[src/rtl/oq_regs_eval_status_if.sv]
// Bus bundle for the output-queue status evaluator: src/dst update feeds,
// config/initialise path and per-queue status outputs toward the arbiter.
interface oq_regs_eval_status_if #(
    parameter int NUM_OUTPUT_QUEUES = 8,
    parameter int NUM_OQ_WIDTH      = $clog2(NUM_OUTPUT_QUEUES),
    parameter int PKTS_IN_RAM_WIDTH = 16,
    parameter int WORDS_WIDTH       = 19,
    parameter int ITER_WIDTH        = 32
) ();
    logic                         src_done;
    logic [NUM_OQ_WIDTH-1:0]      src_oq;
    logic [PKTS_IN_RAM_WIDTH-1:0] src_num_pkts_in_q;
    logic [WORDS_WIDTH-1:0]       src_num_words_in_q;
    logic [ITER_WIDTH-1:0]        src_curr_iter;
    logic                         dst_done;
    logic [NUM_OQ_WIDTH-1:0]      dst_oq;
    logic [PKTS_IN_RAM_WIDTH-1:0] dst_num_pkts_in_q;
    logic [WORDS_WIDTH-1:0]       dst_num_words_in_q;
    logic                         cfg_wr;
    logic                         cfg_sel;
    logic [NUM_OQ_WIDTH-1:0]      cfg_oq;
    logic [ITER_WIDTH-1:0]        cfg_data;
    logic                         initialize;
    logic [NUM_OQ_WIDTH-1:0]      initialize_oq;
    logic                         pend_ovf_clear;
    logic [NUM_OUTPUT_QUEUES-1:0] empty;
    logic [NUM_OUTPUT_QUEUES-1:0] full;
    logic                         iter_done;
    logic [NUM_OQ_WIDTH-1:0]      iter_done_oq;
    logic                         pend_overflow;

    modport slave (
        input  src_done, src_oq, src_num_pkts_in_q, src_num_words_in_q, src_curr_iter,
        input  dst_done, dst_oq, dst_num_pkts_in_q, dst_num_words_in_q,
        input  cfg_wr, cfg_sel, cfg_oq, cfg_data, initialize, initialize_oq, pend_ovf_clear,
        output empty, full, iter_done, iter_done_oq, pend_overflow
    );

    modport master (
        output src_done, src_oq, src_num_pkts_in_q, src_num_words_in_q, src_curr_iter,
        output dst_done, dst_oq, dst_num_pkts_in_q, dst_num_words_in_q,
        output cfg_wr, cfg_sel, cfg_oq, cfg_data, initialize, initialize_oq, pend_ovf_clear,
        input  empty, full, iter_done, iter_done_oq, pend_overflow
    );
endinterface

[src/rtl/oq_regs_eval_status.sv]
// Per-queue empty/full evaluator: one status commit per cycle with priority
// src > dst (pending FIFO first) > cfg (held first) > initialize.
module oq_regs_eval_status #(
    parameter int NUM_OUTPUT_QUEUES   = 8,
    parameter int NUM_OQ_WIDTH        = $clog2(NUM_OUTPUT_QUEUES),
    parameter int PKTS_IN_RAM_WIDTH   = 16,
    parameter int WORDS_WIDTH         = 19,
    parameter int ITER_WIDTH          = 32,
    parameter int PEND_DEPTH          = 4,
    parameter int FULL_THRESH_DEFAULT = 16
) (
    input  logic                   clk,
    input  logic                   reset_n,
    oq_regs_eval_status_if.slave   bus
);
    localparam int PTR_W = $clog2(PEND_DEPTH);
    localparam int CNT_W = PTR_W + 1;
    localparam logic [CNT_W-1:0]       DEPTH_C      = CNT_W'(PEND_DEPTH);
    localparam logic [WORDS_WIDTH-1:0] THRESH_RST_C = WORDS_WIDTH'(FULL_THRESH_DEFAULT);

    typedef struct packed {
        logic [NUM_OQ_WIDTH-1:0]      oq;
        logic [PKTS_IN_RAM_WIDTH-1:0] pkts;
        logic [WORDS_WIDTH-1:0]       words;
    } dst_ev_t;

    logic [NUM_OUTPUT_QUEUES-1:0] pkt_empty_q, pkt_empty_d;
    logic [NUM_OUTPUT_QUEUES-1:0] iter_empty_q, iter_empty_d;
    logic [NUM_OUTPUT_QUEUES-1:0] full_q, full_d;
    logic [ITER_WIDTH-1:0]        max_iter_q [NUM_OUTPUT_QUEUES];
    logic [WORDS_WIDTH-1:0]       thresh_q   [NUM_OUTPUT_QUEUES];
    dst_ev_t                      fifo_q     [PEND_DEPTH];
    logic [PTR_W-1:0]             rd_ptr_q, wr_ptr_q;
    logic [CNT_W-1:0]             cnt_q;
    logic                         hold_vld_q, hold_vld_d;
    logic                         hold_sel_q, hold_sel_d;
    logic [NUM_OQ_WIDTH-1:0]      hold_oq_q, hold_oq_d;
    logic [ITER_WIDTH-1:0]        hold_data_q, hold_data_d;
    logic                         iter_done_q, iter_done_d;
    logic [NUM_OQ_WIDTH-1:0]      iter_done_oq_q, iter_done_oq_d;
    logic                         pend_ovf_q, pend_ovf_d;

    logic                         fifo_empty_s, fifo_full_s;
    logic                         dst_avail_s, cfg_avail_s;
    logic                         sel_src_s, sel_dst_s, sel_cfg_s, sel_init_s;
    logic                         pop_s, push_req_s, push_s, drop_s;
    dst_ev_t                      live_dst_s, dst_ev_s;
    logic                         cfg_sel_s;
    logic [NUM_OQ_WIDTH-1:0]      cfg_oq_s;
    logic [ITER_WIDTH-1:0]        cfg_data_s;
    logic [ITER_WIDTH-1:0]        src_max_s;
    logic                         src_hit_s;
    logic                         max_wr_s, thr_wr_s;
    logic [NUM_OUTPUT_QUEUES-1:0] empty_s;

    // Arbitration: pick the single committing source and derive FIFO push/pop/drop
    always_comb begin
        live_dst_s   = '{oq: bus.dst_oq, pkts: bus.dst_num_pkts_in_q, words: bus.dst_num_words_in_q};
        fifo_empty_s = (cnt_q == '0);
        fifo_full_s  = (cnt_q == DEPTH_C);
        dst_avail_s  = !fifo_empty_s || bus.dst_done;
        cfg_avail_s  = hold_vld_q || bus.cfg_wr;
        sel_src_s    = bus.src_done;
        sel_dst_s    = !bus.src_done && dst_avail_s;
        sel_cfg_s    = !bus.src_done && !dst_avail_s && cfg_avail_s;
        sel_init_s   = !bus.src_done && !dst_avail_s && !cfg_avail_s && bus.initialize;
        pop_s        = sel_dst_s && !fifo_empty_s;
        // A live dst only bypasses the FIFO when it is empty and dst wins
        push_req_s   = bus.dst_done && !(sel_dst_s && fifo_empty_s);
        push_s       = push_req_s && (!fifo_full_s || pop_s);
        drop_s       = push_req_s && fifo_full_s && !pop_s;
        if (fifo_empty_s) begin
            dst_ev_s = live_dst_s;
        end else begin
            dst_ev_s = fifo_q[rd_ptr_q];
        end
        if (hold_vld_q) begin
            cfg_sel_s  = hold_sel_q;
            cfg_oq_s   = hold_oq_q;
            cfg_data_s = hold_data_q;
        end else begin
            cfg_sel_s  = bus.cfg_sel;
            cfg_oq_s   = bus.cfg_oq;
            cfg_data_s = bus.cfg_data;
        end
    end

    // Iteration-limit evaluation for the src update
    always_comb begin
        src_max_s = max_iter_q[bus.src_oq];
        src_hit_s = (src_max_s == '0) || (bus.src_curr_iter >= src_max_s);
    end

    // Commit: next-state of per-queue flags and the iteration-done pulse
    always_comb begin
        pkt_empty_d    = pkt_empty_q;
        iter_empty_d   = iter_empty_q;
        full_d         = full_q;
        max_wr_s       = 1'b0;
        thr_wr_s       = 1'b0;
        iter_done_d    = 1'b0;
        iter_done_oq_d = iter_done_oq_q;
        if (sel_src_s) begin
            pkt_empty_d[bus.src_oq]  = (bus.src_num_pkts_in_q == '0);
            iter_empty_d[bus.src_oq] = src_hit_s;
            full_d[bus.src_oq]       = (bus.src_num_words_in_q >= thresh_q[bus.src_oq]);
            if ((src_max_s != '0) && !iter_empty_q[bus.src_oq] && src_hit_s) begin
                iter_done_d    = 1'b1;
                iter_done_oq_d = bus.src_oq;
            end else begin
                iter_done_d    = 1'b0;
            end
        end else if (sel_dst_s) begin
            pkt_empty_d[dst_ev_s.oq] = (dst_ev_s.pkts == '0);
            full_d[dst_ev_s.oq]      = (dst_ev_s.words >= thresh_q[dst_ev_s.oq]);
        end else if (sel_cfg_s) begin
            if (cfg_sel_s) begin
                thr_wr_s = 1'b1;
            end else begin
                max_wr_s               = 1'b1;
                iter_empty_d[cfg_oq_s] = (cfg_data_s == '0);
            end
        end else if (sel_init_s) begin
            pkt_empty_d[bus.initialize_oq]  = 1'b1;
            iter_empty_d[bus.initialize_oq] = 1'b1;
            full_d[bus.initialize_oq]       = 1'b0;
        end else begin
            iter_done_d = 1'b0;
        end
    end

    // Config hold slot and sticky overflow next-state
    always_comb begin
        hold_vld_d  = hold_vld_q;
        hold_sel_d  = hold_sel_q;
        hold_oq_d   = hold_oq_q;
        hold_data_d = hold_data_q;
        if (sel_cfg_s && hold_vld_q) begin
            hold_vld_d  = bus.cfg_wr;
            hold_sel_d  = bus.cfg_sel;
            hold_oq_d   = bus.cfg_oq;
            hold_data_d = bus.cfg_data;
        end else if (!hold_vld_q && bus.cfg_wr && !sel_cfg_s) begin
            hold_vld_d  = 1'b1;
            hold_sel_d  = bus.cfg_sel;
            hold_oq_d   = bus.cfg_oq;
            hold_data_d = bus.cfg_data;
        end else begin
            hold_vld_d  = hold_vld_q;
        end
        if (drop_s) begin
            pend_ovf_d = 1'b1;
        end else if (bus.pend_ovf_clear) begin
            pend_ovf_d = 1'b0;
        end else begin
            pend_ovf_d = pend_ovf_q;
        end
    end

    // State registers, pending FIFO and per-queue config storage
    always_ff @(posedge clk or negedge reset_n) begin
        if (!reset_n) begin
            pkt_empty_q    <= '1;
            iter_empty_q   <= '1;
            full_q         <= '0;
            rd_ptr_q       <= '0;
            wr_ptr_q       <= '0;
            cnt_q          <= '0;
            hold_vld_q     <= 1'b0;
            hold_sel_q     <= 1'b0;
            hold_oq_q      <= '0;
            hold_data_q    <= '0;
            iter_done_q    <= 1'b0;
            iter_done_oq_q <= '0;
            pend_ovf_q     <= 1'b0;
            for (int i = 0; i < NUM_OUTPUT_QUEUES; i++) begin
                max_iter_q[i] <= '0;
                thresh_q[i]   <= THRESH_RST_C;
            end
            for (int i = 0; i < PEND_DEPTH; i++) begin
                fifo_q[i] <= '0;
            end
        end else begin
            pkt_empty_q    <= pkt_empty_d;
            iter_empty_q   <= iter_empty_d;
            full_q         <= full_d;
            hold_vld_q     <= hold_vld_d;
            hold_sel_q     <= hold_sel_d;
            hold_oq_q      <= hold_oq_d;
            hold_data_q    <= hold_data_d;
            iter_done_q    <= iter_done_d;
            iter_done_oq_q <= iter_done_oq_d;
            pend_ovf_q     <= pend_ovf_d;
            if (max_wr_s) begin
                max_iter_q[cfg_oq_s] <= cfg_data_s;
            end
            if (thr_wr_s) begin
                thresh_q[cfg_oq_s] <= cfg_data_s[WORDS_WIDTH-1:0];
            end
            if (push_s) begin
                fifo_q[wr_ptr_q] <= live_dst_s;
                wr_ptr_q         <= wr_ptr_q + PTR_W'(1);
            end
            if (pop_s) begin
                rd_ptr_q <= rd_ptr_q + PTR_W'(1);
            end
            case ({push_s, pop_s})
                2'b10:   cnt_q <= cnt_q + CNT_W'(1);
                2'b01:   cnt_q <= cnt_q - CNT_W'(1);
                default: cnt_q <= cnt_q;
            endcase
        end
    end

    // Empty view: iteration mode once a nonzero max_iter is programmed
    always_comb begin
        empty_s = '0;
        for (int q = 0; q < NUM_OUTPUT_QUEUES; q++) begin
            if (max_iter_q[q] == '0) begin
                empty_s[q] = pkt_empty_q[q];
            end else begin
                empty_s[q] = iter_empty_q[q];
            end
        end
    end

    assign bus.empty         = empty_s;
    assign bus.full          = full_q;
    assign bus.iter_done     = iter_done_q;
    assign bus.iter_done_oq  = iter_done_oq_q;
    assign bus.pend_overflow = pend_ovf_q;
endmodule
[src/flat_wrapper.sv]
// flat-port wrapper written by rule: the top's interface ports become plain ports
module oq_regs_eval_status_flat 
#(
    parameter int NUM_OUTPUT_QUEUES   = 8,
    parameter int NUM_OQ_WIDTH        = $clog2(NUM_OUTPUT_QUEUES),
    parameter int PKTS_IN_RAM_WIDTH   = 16,
    parameter int WORDS_WIDTH         = 19,
    parameter int ITER_WIDTH          = 32,
    parameter int PEND_DEPTH          = 4,
    parameter int FULL_THRESH_DEFAULT = 16
)
  (clk, reset_n, bus_src_done, bus_src_oq, bus_src_num_pkts_in_q, bus_src_num_words_in_q, bus_src_curr_iter, bus_dst_done, bus_dst_oq, bus_dst_num_pkts_in_q, bus_dst_num_words_in_q, bus_cfg_wr, bus_cfg_sel, bus_cfg_oq, bus_cfg_data, bus_initialize, bus_initialize_oq, bus_pend_ovf_clear, bus_empty, bus_full, bus_iter_done, bus_iter_done_oq, bus_pend_overflow);
  oq_regs_eval_status_if #(.NUM_OUTPUT_QUEUES(NUM_OUTPUT_QUEUES), .NUM_OQ_WIDTH(NUM_OQ_WIDTH), .PKTS_IN_RAM_WIDTH(PKTS_IN_RAM_WIDTH), .WORDS_WIDTH(WORDS_WIDTH), .ITER_WIDTH(ITER_WIDTH)) bus_i ();
  input  logic clk;
  input  logic reset_n;
  input wire logic [$bits(bus_i.src_done)-1:0] bus_src_done;
  input wire logic [$bits(bus_i.src_oq)-1:0] bus_src_oq;
  input wire logic [$bits(bus_i.src_num_pkts_in_q)-1:0] bus_src_num_pkts_in_q;
  input wire logic [$bits(bus_i.src_num_words_in_q)-1:0] bus_src_num_words_in_q;
  input wire logic [$bits(bus_i.src_curr_iter)-1:0] bus_src_curr_iter;
  input wire logic [$bits(bus_i.dst_done)-1:0] bus_dst_done;
  input wire logic [$bits(bus_i.dst_oq)-1:0] bus_dst_oq;
  input wire logic [$bits(bus_i.dst_num_pkts_in_q)-1:0] bus_dst_num_pkts_in_q;
  input wire logic [$bits(bus_i.dst_num_words_in_q)-1:0] bus_dst_num_words_in_q;
  input wire logic [$bits(bus_i.cfg_wr)-1:0] bus_cfg_wr;
  input wire logic [$bits(bus_i.cfg_sel)-1:0] bus_cfg_sel;
  input wire logic [$bits(bus_i.cfg_oq)-1:0] bus_cfg_oq;
  input wire logic [$bits(bus_i.cfg_data)-1:0] bus_cfg_data;
  input wire logic [$bits(bus_i.initialize)-1:0] bus_initialize;
  input wire logic [$bits(bus_i.initialize_oq)-1:0] bus_initialize_oq;
  input wire logic [$bits(bus_i.pend_ovf_clear)-1:0] bus_pend_ovf_clear;
  output wire logic [$bits(bus_i.empty)-1:0] bus_empty;
  output wire logic [$bits(bus_i.full)-1:0] bus_full;
  output wire logic [$bits(bus_i.iter_done)-1:0] bus_iter_done;
  output wire logic [$bits(bus_i.iter_done_oq)-1:0] bus_iter_done_oq;
  output wire logic [$bits(bus_i.pend_overflow)-1:0] bus_pend_overflow;
  assign bus_i.src_done = bus_src_done;
  assign bus_i.src_oq = bus_src_oq;
  assign bus_i.src_num_pkts_in_q = bus_src_num_pkts_in_q;
  assign bus_i.src_num_words_in_q = bus_src_num_words_in_q;
  assign bus_i.src_curr_iter = bus_src_curr_iter;
  assign bus_i.dst_done = bus_dst_done;
  assign bus_i.dst_oq = bus_dst_oq;
  assign bus_i.dst_num_pkts_in_q = bus_dst_num_pkts_in_q;
  assign bus_i.dst_num_words_in_q = bus_dst_num_words_in_q;
  assign bus_i.cfg_wr = bus_cfg_wr;
  assign bus_i.cfg_sel = bus_cfg_sel;
  assign bus_i.cfg_oq = bus_cfg_oq;
  assign bus_i.cfg_data = bus_cfg_data;
  assign bus_i.initialize = bus_initialize;
  assign bus_i.initialize_oq = bus_initialize_oq;
  assign bus_i.pend_ovf_clear = bus_pend_ovf_clear;
  assign bus_empty = bus_i.empty;
  assign bus_full = bus_i.full;
  assign bus_iter_done = bus_i.iter_done;
  assign bus_iter_done_oq = bus_i.iter_done_oq;
  assign bus_pend_overflow = bus_i.pend_overflow;
  oq_regs_eval_status #(.NUM_OUTPUT_QUEUES(NUM_OUTPUT_QUEUES), .NUM_OQ_WIDTH(NUM_OQ_WIDTH), .PKTS_IN_RAM_WIDTH(PKTS_IN_RAM_WIDTH), .WORDS_WIDTH(WORDS_WIDTH), .ITER_WIDTH(ITER_WIDTH), .PEND_DEPTH(PEND_DEPTH), .FULL_THRESH_DEFAULT(FULL_THRESH_DEFAULT)) u_core (.clk(clk), .reset_n(reset_n), .bus(bus_i));
endmodule
[config.mk]
export PLATFORM = sky130hd
export DESIGN_NAME = oq_regs_eval_status_flat
export DESIGN_NICKNAME = d
export VERILOG_FILES = /design/src/rtl/oq_regs_eval_status_if.sv /design/src/rtl/oq_regs_eval_status.sv /design/src/flat_wrapper.sv
export SDC_FILE = /design/constraint.sdc
export NUM_CORES = 1
export LEC_CHECK = 0
export ABC_AREA = 1
export CAP_MARGIN = 30
export CORE_ASPECT_RATIO = 0.5
export CORE_UTILIZATION = 28
export CTS_CLUSTER_SIZE = 25
export DETAILED_ROUTE_END_ITERATION = 8
export SLEW_MARGIN = 20
export SYNTH_ARGS = -nofsm -noshare
export SYNTH_HDL_FRONTEND = slang
export SYNTH_SLANG_ARGS = --single-unit
export TNS_END_PERCENT = 100
[constraint.sdc]
create_clock -name clk -period 6.55 [get_ports clk]
set_input_delay 1.31 -clock clk [delete_from_list [all_inputs] [get_ports clk]]
set_output_delay 1.31 -clock clk [all_outputs]
set_load 0.005 [all_outputs]
* Yosys cells after proc, flatten, opt, wreduce, memory -nomap -nowiden *
Index checks and enable logic that the tools add are counted.

cells by class
  bitwise gates (word level) = 9
  reduce and logical (&&, ||, !) cells = 58
  equality and inequality tests = 6
  add/sub/neg operators = 4
  multiplexer cells = 83
  order comparisons = 18

operator list
  cell                  number
  $logic_not A32 Y1     10
  $bwmux W152           2
  $bwmux W256           1
  $mux W32              6
  $mux W38              4
  $bmux W19 S3          2
  $mux W8               13
  $bmux W32 S3          1
  $demux W32 S3         1
  $mux W19              5
  $bmux W38 S2          1
  $demux W38 S2         1
  $demux W19 S3         1
  $bwmux W8             6
  $ge A19 B19 Y1        2
  $ge A32 B32 Y1        1
  $logic_not A16 Y1     2
  $reduce_bool A32 Y1   1
  $mux W1               30
  $logic_and A1 B1 Y1   22
  $lt A3 B4 Y1 const B  4
  $or A8 B8 Y8          2
  $demux W1 S3          4
  $ge A3 B1 Y1 const B  4
  27 further kinds      52

word-level totals
  word-level logic and storage cells = 219
  output and inout bits = 21
  bits of input ports = 154
  bits in registers = 633

* Logic depth before layout (Yosys ltp) *
Gate-level depths: netlist (run 1).

  depth in word-level cells = 13
  depth in mapped cells = 24
  depth with buffers taken out = 23

* Least setup slack after synthesis (run 1) *
No wires, ideal clock.

  kind = input to register
  from = input bus_src_oq[0]
  to = register u_core.full_q[0], in the netlist u_core.bus.full[0]
  data arrival time = 3.804 ns
  library setup time = 0.069 ns
  data required time = 6.481 ns
  path slack = 2.677 ns
  path buffers = 4
  stages = 16
  path through = buf_4 inv_2 buf_4 nor2_2 buf_2 buf_1 a22oi_1 o2111ai_1 inv_1 ha_1 inv_1 nor4_1 nand4_1 nand4_1 nand2_1 nand3_1

between the ends
  word-level cells in the longest chain between the ends = 7
  elaborated cells on any way between the ends = 12
  classes of those cells = order compare (3); mux (7); bitwise (1); reduce/logical (1)

ends and longest elaborated chain
  element                                      line                        text
  start: declaration                           flat_wrapper.sv:17          input wire logic [$bits(bus_i.src_oq)-1:0] bus_src_oq;
  $not A3 Y4 (not written as such)             oq_regs_eval_status.sv:106  full_d[bus.src_oq] = (bus.src_num_words_in_q >= thresh_q[bus.src_oq]);
  $bmux W19 S3                                 oq_regs_eval_status.sv:106
  $mux W19 (not written as such) (2 in a row)  oq_regs_eval_status.sv:106
  $ge A19 B19 Y1                               oq_regs_eval_status.sv:106
  $bwmux W8 *                                  oq_regs_eval_status.sv:106
  $mux W8 *                                    oq_regs_eval_status.sv:103  if (sel_src_s) begin
  end signal: assignment                       oq_regs_eval_status.sv:186  full_q <= full_d;
  end: declaration                             oq_regs_eval_status.sv:29   logic [NUM_OUTPUT_QUEUES-1:0] full_q, full_d;

Every way passes the cells marked *; elsewhere a longest branch is shown, timed or not. The select of a mux whose other input is x is not followed.
A chain may end at the register's enable or synchronous reset.

* Worst setup path in the final report (run 1) *
  from = input bus_src_oq[0]
  to = register u_core.iter_empty_q[2]

between the ends
  word-level cells in the longest chain between the ends = 8
  elaborated cells on any way between the ends = 14
  classes of those cells = order compare (3); mux (7); bitwise (1); reduce/logical (3)

ends and longest elaborated chain
  element                                              line                        text
  $not A3 Y4 (not written as such)                     oq_regs_eval_status.sv:90   src_max_s = max_iter_q[bus.src_oq];
  $bmux W32 S3                                         oq_regs_eval_status.sv:90
  $mux W32 (not written as such) (2 in a row)          oq_regs_eval_status.sv:90
  $ge A32 B32 Y1 or $logic_not A32 Y1 (tied branches)  oq_regs_eval_status.sv:91   src_hit_s = (src_max_s == '0) || (bus.src_curr_iter >= src_max_s);
  $logic_or A1 B1 Y1                                   oq_regs_eval_status.sv:91
  $bwmux W8 *                                          oq_regs_eval_status.sv:105  iter_empty_d[bus.src_oq] = src_hit_s;
  $mux W8 *                                            oq_regs_eval_status.sv:103
  end signal: assignment                               oq_regs_eval_status.sv:185  iter_empty_q <= iter_empty_d;
  end: declaration                                     oq_regs_eval_status.sv:28   logic [NUM_OUTPUT_QUEUES-1:0] iter_empty_q, iter_empty_d;

Marks and branches as above.

==> results.rst, run 1 <==
.. list-table::
   :header-rows: 1

   * - Metric
     - Value
   * - Area share of the largest cell type after synthesis
     - 0.458
   * - Area added between synthesis and finish
     - 16.8%
   * - Final critical-path share of the clock period
     - 0.776
   * - Number of core rows
     - 88
   * - Biggest area consumer among synthesized cells
     - dfrtp_1
   * - Number of detailed-routing iterations run before antenna repair
     - 6
   * - Cell Area, Synth
     - 0.0333 mm²
   * - Number of buffers added by the clock tree synthesis step
     - 60
   * - Worst R2R End
     - u_core.bus.full[4]
   * - Core Area
     - roughly 0.12 mm²
   * - Die extent in x
     - 490 µm
   * - Post-synthesis sequential element count
     - 633
   * - Critical path class
     - in2reg
   * - Leading cell types by count after synthesis
     - 1,227 x nand2_1, 620 x o21ai_0, 609 x dfrtp_1, 530 x inv_1, 216 x nor2_1
   * - I/O Pins
     - around 180
   * - Total global-route track usage
     - 0.188
   * - Detail Placement HPWL
     - approximately 81,000 µm
   * - Commonest register cell after synthesis
     - dfrtp_1
   * - Antenna-violating nets left
     - 0
   * - Post-Synthesis Cells
     - 4,311
   * - Number of DRC violations after detailed routing
     - 0
   * - Via-per-instance ratio
     - 5.01
   * - Detailed-route wire length
     - 115,000 µm
   * - Sequential power share
     - 0.362
   * - Unrepaired setup endpoints after global routing
     - false
   * - Startpoint of the worst register-to-register path
     - u_core.rd_ptr_q[1]
   * - Slowest CP cell
     - buf_4
   * - Fraction of power spent switching nets
     - 0.424
   * - Clock H-tree levels
     - 2
   * - Most repeated cell in the gate-level netlist after synthesis
     - nand2_1
   * - WP data required
     - 7.12 ns
   * - Max Root-Sink Buffers
     - 3
   * - Total of hold buffers inserted after clock tree synthesis
     - 0
   * - Post-route total power
     - 0.0173 W
   * - Die outline area
     - approximately 0.12 mm²
   * - Most frequent cell on the critical path
     - nand2_1
   * - Global route total overflow
     - 0
   * - Slew Viols, Final
     - 0
   * - Final setup fails
     - 0
   * - Yosys warning total
     - 0
   * - First-pass GRT wire length
     - approximately 180,000 µm
   * - Via count of the routed design
     - about 30,000
   * - Hold Crit Endpoint
     - u_core.thresh_q[68]
   * - Critical hold path startpoint
     - u_core.thresh_q[68]
   * - Number of DRC markers after the initial detailed-route iteration
     - 3,336
   * - Number of nets produced by synthesis
     - 4,541
   * - Number of endpoints with negative hold slack in the final report
     - 0
   * - Core utilization of the finished layout
     - 0.333
   * - Cell types with the largest area share after synthesis
     - dfrtp_1 46%, nand2_1 14%, o21ai_0 9.3%
   * - Net count, final
     - 4,623
   * - Final critical delay including setup and external delays
     - approximately 5.1 ns
   * - Max capacitance violation total
     - 0
   * - Maximum number of pins on one net before global-route repair
     - 171
   * - Power share of the combinational group
     - 0.417
   * - Synth Area per Inst
     - 7.72 µm²
   * - Count of cell types in the netlist
     - 51
   * - Peak Freq
     - between 150 and 200 MHz
   * - I/O Buffers
     - 174
   * - Power density cells
     - 444 mW/mm²
   * - Fraction of synthesis flops using an asynchronous set or reset pin
     - 1.00
   * - Worst-case clock skew
     - ~0.026 ns
   * - Initial antenna violation count
     - 8
   * - Placer congestion estimate
     - 0.954
   * - Worst-case vdd ir drop
     - 0.237 mV
   * - Depth of the worst register-to-register path
     - 21
   * - Biggest fanout along the worst timing path
     - 70
   * - Worst slew pin tran
     - 0.949 ns
   * - Share of the yosys chip area belonging to registers
     - 0.477
   * - Number of gates resized after cts
     - 0
   * - Leakage component of the power
     - between 15 and 20 nW
   * - Height of the die
     - 246 µm
   * - Switch Pwr
     - 0.00732 W
   * - Setup crit end kind
     - flop
   * - Hold path depth
     - 2
   * - Internal power summed over all cells
     - 0.00994 W
   * - Number of synthesized flops with an enable pin
     - 0
   * - Vias in the first global route
     - 28,800
   * - Worst hold-check path type
     - reg2reg
   * - Clk root buf
     - clkbuf_16
   * - Post-CTS Setup Repair Bufs
     - 0
   * - Largest stage delay on the critical path
     - 0.71 ns
   * - Fraction of final layout cells with drive strength greater than 1
     - 0.0736
   * - Arrival time at the worst endpoint
     - 5.65 ns
   * - Setup slack, reg-to-reg
     - roughly 2.1 ns
   * - Sinks on the clock net
     - 633
   * - Outcome
     - finished, final reports clean
   * - Worst-skew pair later-pin latency
     - about 0.66 ns
   * - Chain of cells forming the critical path
     - buf_4, clkinv_2, buf_4, buf_4, nand2_1, nand3_1, nand3_1, nor2_1, ha_1, a21oi_1, o21ai_0, nand2_1, nand2_1, nand2_1, nand2_1, a21oi_1, nand2_2, nand2_1, a21oi_1
   * - Rel. slew slack
     - 0.368
   * - Fillcell total
     - between 10,000 and 15,000
   * - CTS tree
     - yes
   * - Worst Hold Margin
     - 0.481 ns
   * - Starting utilization of the core area
     - 0.285
   * - Type of origin of the critical path
     - input pin
   * - Final routed wire length divided by cell count
     - between 15 and 20 µm
   * - Final total negative setup slack
     - 0 ns
   * - Clk pwr share
     - 0.221
   * - Clock-pin transition on the worst setup and hold timing paths
     - 0.06 ns
## power by group through the flow
| stage | Combinational, W | Sequential [W] | Clock, W |
|---|---|---|---|
| floorplan | 0.00445 | 0.00597 | 0 |
| global placement | 0.00694 | 0.00622 | 0 |
| detailed placement | 0.00713 | 0.00627 | 0 |
| CTS | 0.00716 | 0.00622 | 0.00388 |
| global route | 0.00798 | 0.00639 | 0.00405 |
| finish | 0.00720 | 0.00624 | 0.00381 |
## placed cells by master (no fill, tap or decap), types with 3 or more instances in the layout
cell             synthesis  final
a21oi_1                157    157
a221oi_1                22     22
a22oi_1                 15     15
a31oi_1                 24     24
buf_12                   0      7
buf_16                   0      3
buf_4                   11     63
bufinv_16                0      7
clkbuf_1               130      9
clkbuf_16                0     60
clkbuf_8                 0     19
clkdlybuf4s50_1          0    172
clkinv_2                 0      9
clkinvlp_4               0      3
dfrtp_1                609    607
dfstp_2                 24     24
ha_1                    75     75
inv_1                  530    530
inv_2                    8      7
mux2_2                  70     70
mux2i_1                  5      5
nand2_1               1227   1217
nand2_2                  4     14
nand3_1                186    186
nand4_1                 58     58
nor2_1                 216    208
nor2_2                   3      7
nor2_4                   3      7
nor3_1                  32     32
nor4_1                  59     59
o2111ai_1                6      6
o211ai_1                 7      7
o21a_1                  12     12
o21ai_0                620    613
o21ai_1                 46     51
o21ai_2                  6      7
o22ai_1                 28     28
or2_2                    4      4
xor2_1                   4      4
## worst max-delay path: cells and delay by family
family | cells | cell delay (ns)
compound gates | 4 | 0.86
fa+ha+maj | 1 | 0.31
buf+inv | 4 | 1.55
simple gates | 10 | 1.47
## registers in the layout, indices dropped and copies added, names as in the netlist, 8 cells and up
signal	count
u_core.bus.full	8
u_core.thresh_q	152
u_core.fifo_q	152
u_core.pkt_empty_q	8
u_core.max_iter_q	256
u_core.iter_empty_q	8
u_core.hold_data_q	32
## how the worst max path moves through the flow
stage	from	endpoint	slack (ns)	depth (start not counted)
floorplan	bus_src_oq[0]	u_core.bus.full[0]	2.68	16
global placement	bus_src_oq[0]	u_core.iter_empty_q[7]	1.13	19
detailed placement	bus_src_oq[0]	u_core.iter_empty_q[3]	1.05	19
CTS	bus_src_oq[0]	u_core.iter_empty_q[2]	1.68	19
global route	bus_src_oq[0]	u_core.iter_empty_q[2]	1.33	19
finish	bus_src_oq[0]	u_core.iter_empty_q[2]	1.47	19
## layer usage
layer  global-route usage  vias to the layer above  wire (µm)
li1                     -                    14200          -
met1                0.261                    14600      50600
met2                0.302                     1150      52000
met3               0.0308                      210       8760
met4               0.0526                       10       3130
met5                    0                        -         60
## kinds of logic (layout without fill, tap and decap cells)
group	Yosys count	count (layout)	share of synthesized area
buffers and inverters	768	898	0.0921
adders and majority gates	76	76	0.0288
DFF	633	633	0.477
AOI/OAI and AO/OA	954	954	0.153
other	0	2	0
muxes	75	75	0.0252
xor gates and xnor gates	5	5	0.00132
and+or+nand+nor	1800	1800	0.223
## stage by stage
step	cell area (µm²)	instances	setup WS [ns]
floorplan	33300	4311	2.68
global placement	36600	5897	1.13
detailed placement	36800	5906	1.05
CTS	38900	6016	1.68
global route	38900	6016	1.33
finish	38900	6018	1.47
## cell type report
class                      count  area [µm²]  area share
sequential                   633       15900       0.408
clock inverter                22         315     0.00811
clock buffer                  88        1800      0.0462
tap                         1575        1970      0.0507
multi-input combinational   2910       14400       0.371
antenna                        2        5.00    0.000129
timing repair buffer         248        2450      0.0631
inverter                     540        2030      0.0522
Power figures use the tool's default switching activity.
==> run 2: changes to the inputs <==
==> constraint.sdc (replaced) <==
create_clock -name clk -period 4.6 [get_ports clk]
set_input_delay 0.92 -clock clk [delete_from_list [all_inputs] [get_ports clk]]
set_output_delay 0.92 -clock clk [all_outputs]
set_load 0.005 [all_outputs]
==> results.rst, run 2 (synthesized netlist as in run 1, its figures left out) <==
.. list-table::
   :header-rows: 1

   * - Metric
     - Value
   * - Total global-route track usage
     - 0.190 (was 0.188)
   * - WP data required
     - 3.68 ns (was 7.12 ns)
   * - Most common cell after layout, fill and taps aside
     - nand2_1 (unchanged)
   * - Max capacitance violation total
     - 0 (unchanged)
   * - Worst-case vdd ir drop
     - 0.362 mV (was 0.237 mV)
   * - Global route total overflow
     - 0 (unchanged)
   * - Final total negative setup slack
     - 0 ns (unchanged)
   * - Area taken by multi-input logic gates
     - 0.0144 mm² (about the same)
   * - Type of origin of the critical path
     - flop (was input pin)
   * - Number of detailed-routing iterations run before antenna repair
     - 6 (unchanged)
   * - Setup crit end kind
     - output pin (was flop)
   * - Worst-case clock skew
     - 0.0200 ns (was 0.0255 ns)
   * - Critical path class
     - reg2out (was in2reg)
   * - Number of DRC markers after the initial detailed-route iteration
     - 3,302 (was 3,336)
   * - Worst-skew pair later-pin latency
     - 0.66 ns (about the same)
   * - Sinks on the clock net
     - 633 (unchanged)
   * - Rel. slew slack
     - 0.335 (was 0.368)
   * - Antenna-violating nets left
     - 0 (unchanged)
   * - Worst Hold Margin
     - 0.317 ns (was 0.481 ns)
   * - Worst slew pin tran
     - 0.989 ns (was 0.949 ns)
   * - First-pass GRT wire length
     - 177,000 µm (was 176,000 µm)
   * - Arrival time at the worst endpoint
     - 3.47 ns (was 5.65 ns)
   * - CTS tree
     - yes (unchanged)
   * - Max Root-Sink Buffers
     - 3 (unchanged)
   * - Detailed-route wire length
     - 116,000 µm (was 115,000 µm)
   * - Number of buffers added by the clock tree synthesis step
     - 61 (was 60)
   * - Number of DRC violations after detailed routing
     - 0 (unchanged)
   * - Via-per-instance ratio
     - 5.00 (was 5.01)
   * - I/O Pins
     - 175 (unchanged)
   * - Post-CTS Setup Repair Bufs
     - 0 (unchanged)
   * - Number of endpoints with negative hold slack in the final report
     - 0 (unchanged)
   * - Number of core rows
     - 88 (unchanged)
   * - Initial antenna violation count
     - 3 (was 8)
   * - Clk root buf
     - clkbuf_16 (unchanged)
   * - Largest registers in the final layout
     - u_core.max_iter_q x256, u_core.fifo_q x152, u_core.thresh_q x152 (unchanged)
   * - Via count of the routed design
     - 30,300 (was 30,100)
   * - Total of hold buffers inserted after clock tree synthesis
     - 0 (unchanged)
   * - Detail Placement HPWL
     - 82,200 µm (was 81,000 µm)
   * - Maximum number of pins on one net before global-route repair
     - 102 (was 171)
   * - I/O Buffers
     - 174 (unchanged)
   * - Final critical delay including setup and external delays
     - between 4 and 5 ns
   * - Die outline area
     - 0.120 mm² (unchanged)
   * - Worst hold-check path type
     - in2async (was reg2reg)
   * - Unrepaired setup endpoints after global routing
     - false (unchanged)
   * - Commonest cells after routing, fill and taps aside
     - 1,221 x nand2_1, 613 x o21ai_0, 607 x dfrtp_1 (was 1,217 x nand2_1, 613 x o21ai_0, 607 x dfrtp_1)
   * - Starting utilization of the core area
     - 0.285 (unchanged)
   * - Core Area
     - 0.117 mm² (unchanged)
   * - Depth of the worst register-to-register path
     - 14 (was 21)
   * - Sequential cell area
     - 0.0159 mm² (unchanged)
   * - Number of gates resized after cts
     - 0 (unchanged)
   * - Final instance area
     - 0.0392 mm² (was 0.0389 mm²)
   * - Placer congestion estimate
     - 0.960 (was 0.954)
   * - Power density cells
     - 634 mW/mm² (was 444 mW/mm²)
   * - Final routed wire length divided by cell count
     - 19.1 µm (was 19.0 µm)
   * - Slew Viols, Final
     - 0 (unchanged)
   * - Max FFs per register
     - 256 (unchanged)
   * - Net count, final
     - 4,664 (was 4,623)
   * - Most flops, register
     - u_core.max_iter_q (unchanged)
   * - Leakage component of the power
     - 17.7 nW (was 17.5 nW)
   * - Biggest fanout along the worst timing path
     - 2 (was 70)
   * - Peak Freq
     - 228 MHz
   * - Clock H-tree levels
     - 2 (unchanged)
   * - Area added between synthesis and finish
     - 17.9% (was 16.8%)
   * - Die extent in x
     - 490 µm (unchanged)
   * - Fraction of final layout cells with drive strength greater than 1
     - 0.0800 (was 0.0736)
   * - Final setup fails
     - 0 (unchanged)
   * - Fillcell total
     - 12,300 (was 12,100)
   * - Vias in the first global route
     - 29,000 (was 28,800)
   * - Clock-pin transition on the worst setup and hold timing paths
     - 0.07 ns (was 0.06 ns)
   * - Outcome
     - finished, final reports clean (unchanged)
   * - Placed instance area
     - 0.0371 mm² (was 0.0368 mm²)
   * - Final critical-path share of the clock period
     - 0.954
   * - Height of the die
     - 246 µm (unchanged)
[run 2: report_power, final]
| part | internal, W | total [W] | switching [W] |
|---|---|---|---|
| Clock | 0.00308 | 0.00541 | 0.00233 |
| Combinational | 0.00369 | 0.0106 | 0.00689 |
| Sequential | 0.00762 | 0.00889 | 0.00127 |
[run 2: stage by stage]
stage          total power [W]  instances   util  setup WS, ns
6_report                0.0249       6064  0.336         0.213
5_1_grt                 0.0266       6063  0.336         0.111
2_1_floorplan           0.0148       4311      -          1.12
3_3_place_gp            0.0191       5945  0.318         0.122
3_5_place_dp            0.0194       5946  0.318         0.216
4_1_cts                 0.0249       6062  0.336         0.203
[run 2: area by class of cell]
type / instances / share of cell area
timing repair buffer: 288 / 0.0719
inverter: 540 / 0.0517
multi-input combinational: 2910 / 0.367
sequential: 633 / 0.405
antenna: 2 / 0.000128
clock buffer: 94 / 0.0467
tap: 1575 / 0.0502
clock inverter: 22 / 0.00715
[run 2: final timing paths]
| check | startpoint | end | slack [ns] |
|---|---|---|---|
| hold reg to reg | u_core.max_iter_q[82] | u_core.max_iter_q[82] | 0.48 |
| min in group clk | u_core.max_iter_q[82] | u_core.max_iter_q[82] | 0.48 |
| setup reg to reg | u_core.rd_ptr_q[0] | u_core.bus.full[5] | 0.58 |
| max in group asynchronous | reset_n | u_core.fifo_q[50] | 3.14 |
| hold / removal | reset_n | u_core.fifo_q[118] | 0.32 |
| setup / recovery | u_core.max_iter_q[60] | bus_empty[6] | 0.21 |
[run 2: metal layers]
layer / vias to the layer above / GRT usage / wire [µm]
met5: - / 0 / 24
met4: 4 / 0.0624 / 3870
met3: 225 / 0.0332 / 8980
met2: 1109 / 0.299 / 51700
met1: 14700 / 0.263 / 51000
li1: 14300 / - / -
[run 2: worst max-delay path, stage by stage, from the launching register on]
cell	delay, ns
dfrtp_1	0.38
nor4_1	0.85
nand4_1	0.27
nor2_1	0.40
nand2_1	0.09
o21ai_0	0.21
clkdlybuf4s50_1	0.60
